### src/rtl/dmem_seq_pkg.sv
// Shared definitions for the data-memory transfer sequencer: op codes, memory
// select codes, FSM state encoding and default widths.
package dmem_seq_pkg;

    localparam int DATA_WIDTH = 16;
    localparam int ADDR_DMEM  = 8;

    typedef enum logic [1:0] {
        OP_NOP   = 2'b00,
        OP_WRITE = 2'b01,
        OP_READ  = 2'b10,
        OP_RW    = 2'b11
    } op_e;

    typedef enum logic [1:0] {
        SEL_IDLE = 2'b00,
        SEL_V    = 2'b10,
        SEL_H    = 2'b11
    } sel_e;

    typedef enum logic [1:0] {
        ST_IDLE = 2'b00,
        ST_RUN  = 2'b01,
        ST_DONE = 2'b10
    } state_e;

    function automatic logic [1:0] dir_sel(input logic dir);
        return dir ? SEL_H : SEL_V;
    endfunction

    function automatic logic op_writes(input op_e op);
        return (op == OP_WRITE) || (op == OP_RW);
    endfunction

    function automatic logic op_reads(input op_e op);
        return (op == OP_READ) || (op == OP_RW);
    endfunction

endpackage

### src/rtl/dmem_seq_if.sv
// Command channel plus memory-side controls of the data-memory sequencer.
// The master drives commands and stall; the slave (sequencer) drives the rest.
interface dmem_seq_if
    import dmem_seq_pkg::*;
#(
    parameter int AddrDMEM = ADDR_DMEM
);
    logic                cmd_valid;
    logic                cmd_ready;
    logic [1:0]          cmd_op;
    logic                cmd_dir;
    logic [AddrDMEM-1:0] cmd_rbase;
    logic [AddrDMEM-1:0] cmd_wbase;
    logic [AddrDMEM:0]   cmd_len;
    logic                stall;

    logic [AddrDMEM-1:0] r_addr;
    logic [AddrDMEM-1:0] w_addr;
    logic                we_ram;
    logic [1:0]          sel_ram_i;
    logic [1:0]          sel_ram_o;
    logic                out_valid;
    logic                busy;
    logic                done;

    modport master (
        output cmd_valid, cmd_op, cmd_dir, cmd_rbase, cmd_wbase, cmd_len, stall,
        input  cmd_ready, r_addr, w_addr, we_ram, sel_ram_i, sel_ram_o,
               out_valid, busy, done
    );

    modport slave (
        input  cmd_valid, cmd_op, cmd_dir, cmd_rbase, cmd_wbase, cmd_len, stall,
        output cmd_ready, r_addr, w_addr, we_ram, sel_ram_i, sel_ram_o,
               out_valid, busy, done
    );

endinterface

### src/rtl/dmem_seq.sv
// Data-memory transfer sequencer: streams len words into and/or out of the data
// memory from captured base addresses, with stall support and a done pulse.
//
//   state | meaning
//   IDLE  | waiting for a command, cmd_ready high
//   RUN   | one word per non-stalled cycle, addresses advance
//   DONE  | one-cycle completion pulse, memory controls idle
module dmem_seq
    import dmem_seq_pkg::*;
#(
    parameter int DataWidth = DATA_WIDTH,
    parameter int AddrDMEM  = ADDR_DMEM
) (
    input  logic        clk,
    input  logic        rst,
    dmem_seq_if.slave   bus
);

    if (DataWidth < 1 || AddrDMEM < 1) begin : g_param_check
        $error("dmem_seq: DataWidth and AddrDMEM must be positive");
    end

    localparam logic [AddrDMEM:0]   CntOne  = 1;
    localparam logic [AddrDMEM-1:0] AddrOne = 1;

    state_e              state_q;
    state_e              state_d;

    op_e                 op_q;
    logic                dir_q;
    logic [AddrDMEM:0]   len_q;
    logic [AddrDMEM:0]   cnt_q;
    logic [AddrDMEM-1:0] r_addr_q;
    logic [AddrDMEM-1:0] w_addr_q;

    logic accept;
    logic go_run;
    logic active;
    logic last;

    assign accept = (state_q == ST_IDLE) && bus.cmd_valid;
    assign go_run = accept && (bus.cmd_op != OP_NOP) && (bus.cmd_len != '0);
    assign active = (state_q == ST_RUN) && !bus.stall;
    assign last   = active && (cnt_q == (len_q - CntOne));

    always_ff @(posedge clk) begin
        if (rst) begin
            state_q <= ST_IDLE;
        end else begin
            state_q <= state_d;
        end
    end

    always_comb begin
        state_d = state_q;
        case (state_q)
            ST_IDLE: begin
                if (accept) begin
                    state_d = go_run ? ST_RUN : ST_DONE;
                end
            end
            ST_RUN: begin
                if (last) begin
                    state_d = ST_DONE;
                end
            end
            ST_DONE: state_d = ST_IDLE;
            default: state_d = ST_IDLE;
        endcase
    end

    // Addresses load only when a real transfer starts, so a NOP or len=0
    // command leaves the previous addresses visible. The final word does not
    // advance them, keeping the last-used address on the bus afterwards.
    always_ff @(posedge clk) begin
        if (rst) begin
            op_q     <= OP_NOP;
            dir_q    <= 1'b0;
            len_q    <= '0;
            cnt_q    <= '0;
            r_addr_q <= '0;
            w_addr_q <= '0;
        end else begin
            if (accept) begin
                op_q  <= op_e'(bus.cmd_op);
                dir_q <= bus.cmd_dir;
                len_q <= bus.cmd_len;
                cnt_q <= '0;
            end else if (active && !last) begin
                cnt_q <= cnt_q + CntOne;
            end

            if (go_run) begin
                r_addr_q <= bus.cmd_rbase;
                w_addr_q <= bus.cmd_wbase;
            end else if (active && !last) begin
                r_addr_q <= r_addr_q + AddrOne;
                w_addr_q <= w_addr_q + AddrOne;
            end
        end
    end

    always_comb begin
        bus.cmd_ready = (state_q == ST_IDLE);
        bus.busy      = (state_q != ST_IDLE);
        bus.done      = (state_q == ST_DONE);
        bus.r_addr    = r_addr_q;
        bus.w_addr    = w_addr_q;
        bus.we_ram    = 1'b0;
        bus.out_valid = 1'b0;
        bus.sel_ram_i = SEL_IDLE;
        bus.sel_ram_o = SEL_IDLE;
        if (state_q == ST_RUN) begin
            if (op_writes(op_q)) begin
                bus.we_ram    = active;
                bus.sel_ram_i = dir_sel(dir_q);
            end
            // RW reads out through the port opposite the write port
            if (op_reads(op_q)) begin
                bus.out_valid = active;
                bus.sel_ram_o = (op_q == OP_RW) ? dir_sel(!dir_q) : dir_sel(dir_q);
            end
        end
    end

endmodule

### src/flat_wrapper.sv
// flat-port wrapper written by rule: the top's interface ports become plain ports
module dmem_seq_flat import dmem_seq_pkg::*;
#(
    parameter int DataWidth = DATA_WIDTH,
    parameter int AddrDMEM  = ADDR_DMEM
)
  (clk, rst, bus_cmd_valid, bus_cmd_op, bus_cmd_dir, bus_cmd_rbase, bus_cmd_wbase, bus_cmd_len, bus_stall, bus_cmd_ready, bus_r_addr, bus_w_addr, bus_we_ram, bus_sel_ram_i, bus_sel_ram_o, bus_out_valid, bus_busy, bus_done);
  dmem_seq_if #(.AddrDMEM(AddrDMEM)) bus_i ();
  input  logic clk;
  input  logic rst;
  input wire logic [$bits(bus_i.cmd_valid)-1:0] bus_cmd_valid;
  input wire logic [$bits(bus_i.cmd_op)-1:0] bus_cmd_op;
  input wire logic [$bits(bus_i.cmd_dir)-1:0] bus_cmd_dir;
  input wire logic [$bits(bus_i.cmd_rbase)-1:0] bus_cmd_rbase;
  input wire logic [$bits(bus_i.cmd_wbase)-1:0] bus_cmd_wbase;
  input wire logic [$bits(bus_i.cmd_len)-1:0] bus_cmd_len;
  input wire logic [$bits(bus_i.stall)-1:0] bus_stall;
  output wire logic [$bits(bus_i.cmd_ready)-1:0] bus_cmd_ready;
  output wire logic [$bits(bus_i.r_addr)-1:0] bus_r_addr;
  output wire logic [$bits(bus_i.w_addr)-1:0] bus_w_addr;
  output wire logic [$bits(bus_i.we_ram)-1:0] bus_we_ram;
  output wire logic [$bits(bus_i.sel_ram_i)-1:0] bus_sel_ram_i;
  output wire logic [$bits(bus_i.sel_ram_o)-1:0] bus_sel_ram_o;
  output wire logic [$bits(bus_i.out_valid)-1:0] bus_out_valid;
  output wire logic [$bits(bus_i.busy)-1:0] bus_busy;
  output wire logic [$bits(bus_i.done)-1:0] bus_done;
  assign bus_i.cmd_valid = bus_cmd_valid;
  assign bus_i.cmd_op = bus_cmd_op;
  assign bus_i.cmd_dir = bus_cmd_dir;
  assign bus_i.cmd_rbase = bus_cmd_rbase;
  assign bus_i.cmd_wbase = bus_cmd_wbase;
  assign bus_i.cmd_len = bus_cmd_len;
  assign bus_i.stall = bus_stall;
  assign bus_cmd_ready = bus_i.cmd_ready;
  assign bus_r_addr = bus_i.r_addr;
  assign bus_w_addr = bus_i.w_addr;
  assign bus_we_ram = bus_i.we_ram;
  assign bus_sel_ram_i = bus_i.sel_ram_i;
  assign bus_sel_ram_o = bus_i.sel_ram_o;
  assign bus_out_valid = bus_i.out_valid;
  assign bus_busy = bus_i.busy;
  assign bus_done = bus_i.done;
  dmem_seq #(.DataWidth(DataWidth), .AddrDMEM(AddrDMEM)) u_core (.clk(clk), .rst(rst), .bus(bus_i));
endmodule
### config.mk
export PLATFORM = sky130hd
export DESIGN_NAME = dmem_seq_flat
export DESIGN_NICKNAME = d
export VERILOG_FILES = /design/src/rtl/dmem_seq_pkg.sv /design/src/rtl/dmem_seq_if.sv /design/src/rtl/dmem_seq.sv /design/src/flat_wrapper.sv
export SDC_FILE = /design/constraint.sdc
export NUM_CORES = 1
export LEC_CHECK = 0
export ABC_AREA = 1
export CAP_MARGIN = 20
export CORE_UTILIZATION = 45
export DETAILED_ROUTE_END_ITERATION = 7
export PLACE_DENSITY = 0.75
export SYNTH_ARGS = -nofsm -noshare
export SYNTH_HDL_FRONTEND = slang
export SYNTH_SLANG_ARGS = --single-unit
export TNS_END_PERCENT = 100
### constraint.sdc
create_clock -name clk -period 1.65 [get_ports clk]
set_input_delay 0.165 -clock clk [delete_from_list [all_inputs] [get_ports clk]]
set_output_delay 0.165 -clock clk [all_outputs]
set_load 0.05 [all_outputs]
# --- After elaboration in Yosys (flattened, before gate mapping) ---
# Index checks and enable logic that the tools add are counted.
totals:
  input_bits: 32
  regBits: 39
  elab_cells: 55
op_classes:
  eq_ne: 8
  n_reduce_logical: 17
  mux: 19
  add_sub_neg: 4
op_table:
  columns: ["cell", "count"]
  rows:
  - ["8-bit two-way mux", 4]
  - ["8-bit by 1-bit adder with 8-bit output, second input constant", 2]
  - ["2-bit two-way mux", 8]
  - ["9-bit by 1-bit adder with 9-bit output, second input constant", 1]
  - ["9-bit == test", 1]
  - ["9-bit nonzero test", 1]
  - ["9-bit by 1-bit subtractor with 9-bit output, second input constant", 1]
  - ["2-bit == test, second input constant", 3]
  - ["1-bit logical AND", 6]
  - ["1-bit two-way mux", 6]
  - ["2-bit nonzero test", 3]
  - ["2-bit by 1-bit == test with 1-bit output, second input constant", 2]
  - ["2-bit by 1-bit inequality test with 1-bit output, second input constant", 2]
  - ["2-bit one-hot mux with 2 select lines", 1]
  - ["1-bit zero test", 2]
  - ["2-bit zero test", 1]
  - ["1-bit logical OR", 2]
  - ["2-bit AND reduction", 1]
  - ["2-bit OR reduction", 1]

# --- Logic depth before layout (Yosys ltp) ---
# Gate-level depths: netlist of the first run.
depth:
  word_depth: 7
  ltp_mapped: 15
  mapped_depth_nobuf: 15

# --- Worst setup path before layout of the first run ---
# Ideal clock, no wire load.
synth_timing:
  kind: "flip-flop to output port"
  start: "register u_core.state_q[0]"
  end: "output port bus_sel_ram_o[0]"
  n_path_buf: 0
  arrival_time_ns: 2.103
  required_time_ns: 1.485
  slack_ns: -0.618
  path_stages_with_launch: 5
  path_cell_list: "dfxtp_1 -> inv_1 -> nor2_1 -> inv_1 -> nor4_1"
synth_via:
  elab_chain_cells: 2
synth_rtl:
  columns: ["element", "line_no", "source"]
  rows:
  - ["from (decl)", "dmem_seq.sv:26", "state_e state_q;"]
  - ["from (signal assigned)", "dmem_seq.sv:50", "state_q <= state_d;"]
  - ["2-bit by 1-bit == test with 1-bit output", "dmem_seq.sv:113", "if (state_q == ST_RUN) begin"]
  - ["2-bit two-way mux", "dmem_seq.sv:113", null]
  - ["to (decl)", "flat_wrapper.sv:23", "output wire logic [$bits(bus_i.sel_ram_o)-1:0] bus_sel_ram_o;"]
# No other way between the ends.

# --- Worst setup path in the final report of the first run ---
layout_timing:
  start: "register u_core.len_q[1]"
  end: "register u_core.r_addr_q[1], in the netlist u_core.bus.r_addr[1]"
layout_via:
  elab_chain_cells: 6
layout_rtl:
  columns: ["element", "line_no", "source"]
  rows:
  - ["from (decl)", "dmem_seq.sv:31", "logic [AddrDMEM:0] len_q;"]
  - ["from (signal assigned)", "dmem_seq.sv:87", "len_q <= bus.cmd_len;"]
  - ["9-bit by 1-bit subtractor with 9-bit output", "dmem_seq.sv:44", "assign last = active && (cnt_q == (len_q - CntOne));"]
  - ["9-bit == test", "dmem_seq.sv:44", null]
  - ["1-bit logical AND", "dmem_seq.sv:44", null]
  - ["1-bit zero test", "dmem_seq.sv:96", "end else if (active && !last) begin"]
  - ["1-bit logical AND", "dmem_seq.sv:96", null]
  - ["2-bit nonzero test (no line)", null, null]
  - ["to (signal assigned)", "dmem_seq.sv:94", "r_addr_q <= bus.cmd_rbase;"]
  - ["to (signal assigned)", "dmem_seq.sv:97", "r_addr_q <= r_addr_q + AddrOne;"]
  - ["to (decl)", "dmem_seq.sv:33", "logic [AddrDMEM-1:0] r_addr_q;"]
# No other way between the ends.
# A chain may end at the register's enable or synchronous reset.

==> flow_summary_export.csv, run 1 <==
group,metric,value,unit
detailed_routing,drt-total-wl,6.35,mm
power_and_ir_drop,power_frac_seq,33.8,%
placement,io_buffer_count,56,
worst_setup_path,crit_chain,"inv_2, ha_4, nand2_2, inv_2, nor2_2, nand2_1, nor2_1, nand3_1, nor2_1, nand3_2, nand2_4, buf_12, nand3b_1, nand2_1, nor2_1",
sta,grt_setup_unrepaired,"yes",
layout,layout-drive-gt1-share,24.5,%
clock_tree,clock_latency,0.29,ns
grt,grt_usage,22.2,%
power_and_ir_drop,switchingPower,1.47,mW
synthesis,yosysSeqAreaShare,31.8,%
clock_tree,htreeDepth,2,
worst_setup_path,worstPathArrival,2.05,ns
sta,clock.fmax,0.537,GHz
clock_tree,clk_pin_slew,0.07,ns
placement,gp_congestion,0.782,
layout,final_nets,497,
layout,n_fill_cell,431,
clock_tree,cts_sinks,39,
hold_path,min_path_type,"reg2reg",
floorplan,std_cell_rows,26,
power_and_ir_drop,power.share.clock,19.9,%
sta,setup_tns,-4.65,ns
floorplan,io_pins,57,
detailed_routing,drtAntennaViolNets,0,
status,violations,"setup timing",
floorplan,die_w,75.9,um
synthesis,yosysWarnings,0,
clock_tree,numCtsBuffers,5,
sta,fin_crit,1.86,ns
detailed_routing,dr.first_iter.drc_count,113,
grt,grt_pass1_wl,10.5,mm
power_and_ir_drop,leakage,1.59,nW
detailed_routing,met3RoutedLength,189,um
detailed_routing,wl_per_cell,11.9,um
detailed_routing,met1_length,2.74,mm
floorplan,coreArea,0.00517,sq mm
job,drv_cap,0,
detailed_routing,met2_length,3.29,mm
power_and_ir_drop,ir_drop,0.719,mV
worst_setup_path,worstSetupPathType,"reg2reg",
detailed_routing,dr.max_layer_used,"met4",
floorplan,dieHeight,75.9,um
worst_setup_path,startpoint_type,"flip-flop",
layout,antennaDiodeCount,0,
sta,setup_ws,-0.211,ns
floorplan,start_util,47.5,%
worst_setup_path,crit_slowest_cell,"dfxtp_2",
status,status,"finished, violations left",
detailed_routing,drc_errors,0,
power_and_ir_drop,comb_power_share,46.3,%
detailed_routing,firstDrtPassIters,4,
worst_setup_path,critPathCaptureType,"flip-flop",
floorplan,dieArea,0.00576,sq mm
synthesis,synth_cell_types,30,
power_and_ir_drop,swShare,41.0,%
power_and_ir_drop,powerDensity,1000,mW/mm^2
worst_setup_path,crit_required,1.84,ns
grt,grt_max_degree,29,
worst_setup_path,r2r_setup_slack,-0.21,ns
sta,relSlewSlack,66.9,%
detailed_routing,routed_via_density,4.99,
layout,area_delta_synth_final,45.3,%
clock_tree,cts_tree,"built",
grt,overflow,0,
power_and_ir_drop,power,3.58,mW
synthesis,synth.avg_cell_area,6.39,sq um
synthesis,ys_ff_latch,39,
layout,layout.cells.most_common_list,"nand2_1, nor2_1, buf_4",
grt,antenna_found_initial,0,
clock_tree,ctsLongestPathBuffers,2,
sta,maxSlewViolCount,0,
clock_tree,root_buffer,"clkbuf_8",
sta,setup-violations-final,27,
worst_setup_path,path_delay_family,"simple AND/OR/NAND/NOR gates",
layout,final_common_cell,"nand2_1",
worst_setup_path,crit_top_cell,"nor2_1",
clock_tree,ctsHoldBuffers,0,
sta,fin_crit_sh,113,%
worst_setup_path,critPathMaxStageDelay,0.32,ns
synthesis,syn_nets,421,
synthesis,synth_cells,385,
worst_setup_path,critPathMaxFanout,12,
sta,worst_slew_pin_slew,0.494,ns
sta,hold_viol,0,
detailed_routing,vias,2656,
sta,skew,0.00245,ns
worst_setup_path,crit_buf_inv,3,
placement,hpwlAfterDp,4.62,mm
synthesis,syn_area,0.00246,sq mm
power_and_ir_drop,p_int,2.11,mW
grt,grt_pass1_vias,2457,
## worst reg2reg max path, delay by kind of cell, from the launching register on
family / cells / cell delay, ns
simple gates: 11 / 0.99
fa+ha+maj: 1 / 0.23
buf+inv: 3 / 0.22
flops: 1 / 0.32
## state kept, by name, indices dropped and copies added (netlist names)
register           count
u_core.len_q           9
u_core.dir_q           1
u_core.bus.r_addr      8
u_core.state_q         2
u_core.cnt_q           9
u_core.op_q            2
u_core.bus.w_addr      8
## area by class of cell
type	count	area, sq um	area share [%]
clock buffer	8	100	2.80
inverter	41	159	4.45
multi-input combinational	290	1570	43.9
sequential	39	795	22.2
tap	70	87.6	2.45
timing repair buffer	84	863	24.2
## synthesized netlist by cell type
cell type  count  share of area (%)
clkbuf_1       4               0.61
nor4_1         2               0.51
or2_2          2               0.51
xor2_1        14                5.0
buf_2          5                1.0
nand2_2        5                1.3
inv_1         36                5.5
o21ai_0       25                5.1
dfxtp_1       39                 32
a31oi_1        1               0.25
nand3_1       33                6.7
nor3_1         4               0.81
buf_6          4                1.8
nand3_2        2               0.81
nor2_1        54                8.2
clkinv_1       1               0.15
o211ai_1       1               0.31
inv_2          4               0.61
nand3b_1       5                1.5
nand2_1       95                 15
xnor2_1        4                1.4
nor2_4         2               0.92
buf_1          1               0.15
nand2_4        1               0.46
ha_1           4                2.0
nand4_1        1               0.25
a21oi_1       31                6.3
buf_4          1               0.31
o21bai_1       2               0.61
o22ai_1        2               0.51
## metal layers
layer,GRT usage [%],vias up
met5,0,-
met2,40.7,53
li1,-,1379
met3,3.13,10
met4,9.62,0
met1,25.5,1214
## through the flow
stage	cell area, sq um	instances	hold WS, ns	utilization (%)	setup WS, ns
after floorplan	2540	385	0.279	-	-0.0751
after global placement	3350	522	0.458	64.8	-0.252
after detailed placement	3350	522	0.477	64.8	-0.272
after CTS	3470	530	0.482	67.2	-0.162
after global routing	3570	532	0.522	69.1	-0.375
final	3570	532	0.481	69.1	-0.211
## kinds of logic (layout without fill, tap and decap cells)
kind of cell    count (synthesis)  count (layout)  share of synthesized area [%]
compound gates                 62              62                           13.1
xor+xnor                       18              18                           6.41
fa+ha+maj                       4               4                           2.04
buf+inv                        56             133                           10.2
flops                          39              39                           31.8
simple gates                  206             206                           36.5
## power by group through the flow
stage	registers, mW	clock network [mW]	logic, mW
2_1_floorplan	1.45	0	0.847
3_3_place_gp	1.21	0	1.55
3_5_place_dp	1.22	0	1.58
4_1_cts	1.20	0.738	1.61
5_1_grt	1.22	0.775	1.81
6_report	1.21	0.713	1.66
## path summary, 6_finish.rpt
path,end,cells past startpoint,from
min reg2reg,u_core.len_q[8],2,u_core.len_q[8]
min,u_core.len_q[8],2,u_core.len_q[8]
max,u_core.bus.r_addr[1],15,u_core.len_q[1]
max reg2reg,u_core.bus.r_addr[1],15,u_core.len_q[1]
## what timing repair did
action                                  CTS  global route
buffers inserted                          0             1
endpoints found under the setup margin   30            33
cloned                                    0             1
pin swaps                                 2             4
resized for setup                         6            20
Note: power is estimated with default switching activity, not from simulation.
==> inputs of run 2 (changes only) <==
CORE_UTILIZATION = 57   (was 45)
DONT_BUFFER_PORTS = 1   (was unset)
PLACE_DENSITY = 0.74   (was 0.75)
==> flow_summary_export.csv, run 2 (same netlist as run 1, synthesis figures left out) <==
group,metric,value,unit
status,status,"finished, violations left",
status,violations,"setup timing",
worst_setup_path,path_delay_family,"simple AND/OR/NAND/NOR gates",
clock_tree,clock_latency,0.30,ns
clock_tree,root_buffer,"clkbuf_8",
layout,antennaDiodeCount,0,
worst_setup_path,worstPathArrival,1.98,ns
sta,clock.fmax,0.560,GHz
sta,worst_slew_pin_slew,0.473,ns
worst_setup_path,critPathMaxStageDelay,0.32,ns
layout,final_cells,475,
job,drv_cap,0,
grt,grt_max_degree,19,
clock_tree,cts_sinks,39,
worst_setup_path,path_depth,14,
sta,skew,0.00898,ns
sta,setup_ws,-0.136,ns
detailed_routing,drt-total-wl,5.92,mm
worst_setup_path,reg2reg_to,"u_core.bus.r_addr[1]",
sta,maxSlewViolCount,0,
detailed_routing,dr.first_iter.drc_count,150,
worst_setup_path,endpoint,"u_core.bus.r_addr[1]",
detailed_routing,firstDrtPassIters,4,
power_and_ir_drop,leakage,1.40,nW
clock_tree,htreeDepth,2,
sta,whs,0.0577,ns
clock_tree,cts_tree,"built",
placement,place_inst,465,
worst_setup_path,rr_startpoint,"u_core.len_q[1]",
clock_tree,ctsLongestPathBuffers,2,
worst_setup_path,crit_top_cell,"nand2_1",
placement,gp_congestion,0.809,
floorplan,dieArea,0.00458,sq mm
grt,grt_pass1_wl,9.56,mm
worst_setup_path,startpoint,"u_core.len_q[1]",
placement,io_buffer_count,0,
placement,pre_cts_slack,-0.158,ns
placement,hpwlAfterDp,4.44,mm
layout,final_common_cell,"nand2_1",
grt,antenna_found_initial,0,
detailed_routing,routed_via_density,5.29,
worst_setup_path,crit_slowest_cell,"dfxtp_2",
sta,relSlewSlack,68.3,%
worst_setup_path,crit_required,1.84,ns
floorplan,io_pins,57,
detailed_routing,wl_per_cell,12.5,um
floorplan,dieHeight,67.7,um
worst_setup_path,startpoint_type,"flip-flop",
power_and_ir_drop,power,3.30,mW
sta,setup-violations-final,29,
grt,grt_pass1_vias,2257,
worst_setup_path,r2r_setup_slack,-0.14,ns
layout,layout-drive-gt1-share,22.6,%
detailed_routing,drc_errors,0,
layout,final_nets,460,
detailed_routing,vias,2512,
sta,fin_crit_sh,108,%
hold_path,min_path_type,"in2reg",
floorplan,die_w,67.7,um
floorplan,std_cell_rows,23,
worst_setup_path,crit_chain,"inv_2, ha_4, nand2_2, nor2_4, nand3_1, nand2_1, nand2_1, nor2_1, nand3_2, nand2_4, buf_12, nand3b_1, nand2_1, nor2_1",
layout,post-route-util,74.4,%
power_and_ir_drop,powerDensity,1090,mW/mm^2
sta,fin_crit,1.79,ns
layout,area_delta_synth_final,22.7,%
worst_setup_path,critPathMaxFanout,11,
worst_setup_path,worstSetupPathType,"reg2reg",
sta,hold_viol,0,
grt,overflow,0,
layout,reg.largest.list,"u_core.cnt_q (9), u_core.len_q (9)",
clock_tree,numCtsBuffers,5,
worst_setup_path,critPathCaptureType,"flip-flop",
power_and_ir_drop,ir_drop,0.723,mV
layout,layout.cells.most_common_list,"nand2_1, nor2_1, buf_4",
detailed_routing,drtAntennaViolNets,0,
worst_setup_path,rr_worst_depth,14,
floorplan,start_util,60.6,%
clock_tree,clk_pin_slew,0.08,ns
grt,grt_usage,27.7,%
worst_setup_path,crit_buf_inv,2,
floorplan,coreArea,0.00406,sq mm
sta,grt_setup_unrepaired,"yes",
==> run 2: cell count changes in the layout (fill, tap and decap cells not counted), sizes merged <==
cell / change
clkdlybuf4s50: -33
buf: -4
clkbuf: -2
clkinv: +1
dlygate4sd3: +1
==> run 2: worst min-delay path by stage <==
stage                              from  slack [ns]  cells after the start             end
final                     bus_cmd_op[1]        0.06                      2  u_core.op_q[1]
after global routing      bus_cmd_op[0]        0.07                      2  u_core.op_q[0]
after CTS                 bus_cmd_op[1]        0.05                      2  u_core.op_q[1]
after detailed placement            rst        0.29                      1  u_core.op_q[1]
after global placement              rst        0.29                      1  u_core.op_q[0]
after floorplan                     rst        0.28                      1  u_core.op_q[0]
==> run 2: final cells by class <==
class	instances	area [sq um]
Multi-Input combinational cell	290	1510
Fill cell	345	1040
Sequential cell	39	792
Timing Repair Buffer	47	413
Inverter	41	156
Clock buffer	7	76.3
Tap cell	50	62.6
Clock inverter	1	5.00
==> run 2: timing repair <==
item,CTS,global route
hold buffers,1,0
hold endpoints to repair,2,0
pin swaps,1,2
setup endpoints to repair,29,33
gates resized for setup,0,11
buffers inserted,0,1
==> run 2: per-stage QoR <==
step / TNS [ns] / instance area [sq um]
CTS: -3.26 / 2980
finish: -2.75 / 3020
detailed placement: -3.26 / 2890
global route: -7.94 / 3020
global placement: -2.21 / 2890
floorplan: -0.560 / 2540
==> run 2: report_power, final <==
| part | internal [mW] | switching, mW |
|---|---|---|
| logic | 0.518 | 0.971 |
| clock network | 0.297 | 0.334 |
| registers | 1.07 | 0.106 |
==> run 2: per-layer routing <==
metal  up-vias  GRT usage (%)  share of wire [%]
li1       1306              -                  -
met1      1147           30.6                 43
met2        54           51.2                 52
met3         5           5.91                3.8
met4         0           9.31                1.0
met5         -              0                  0
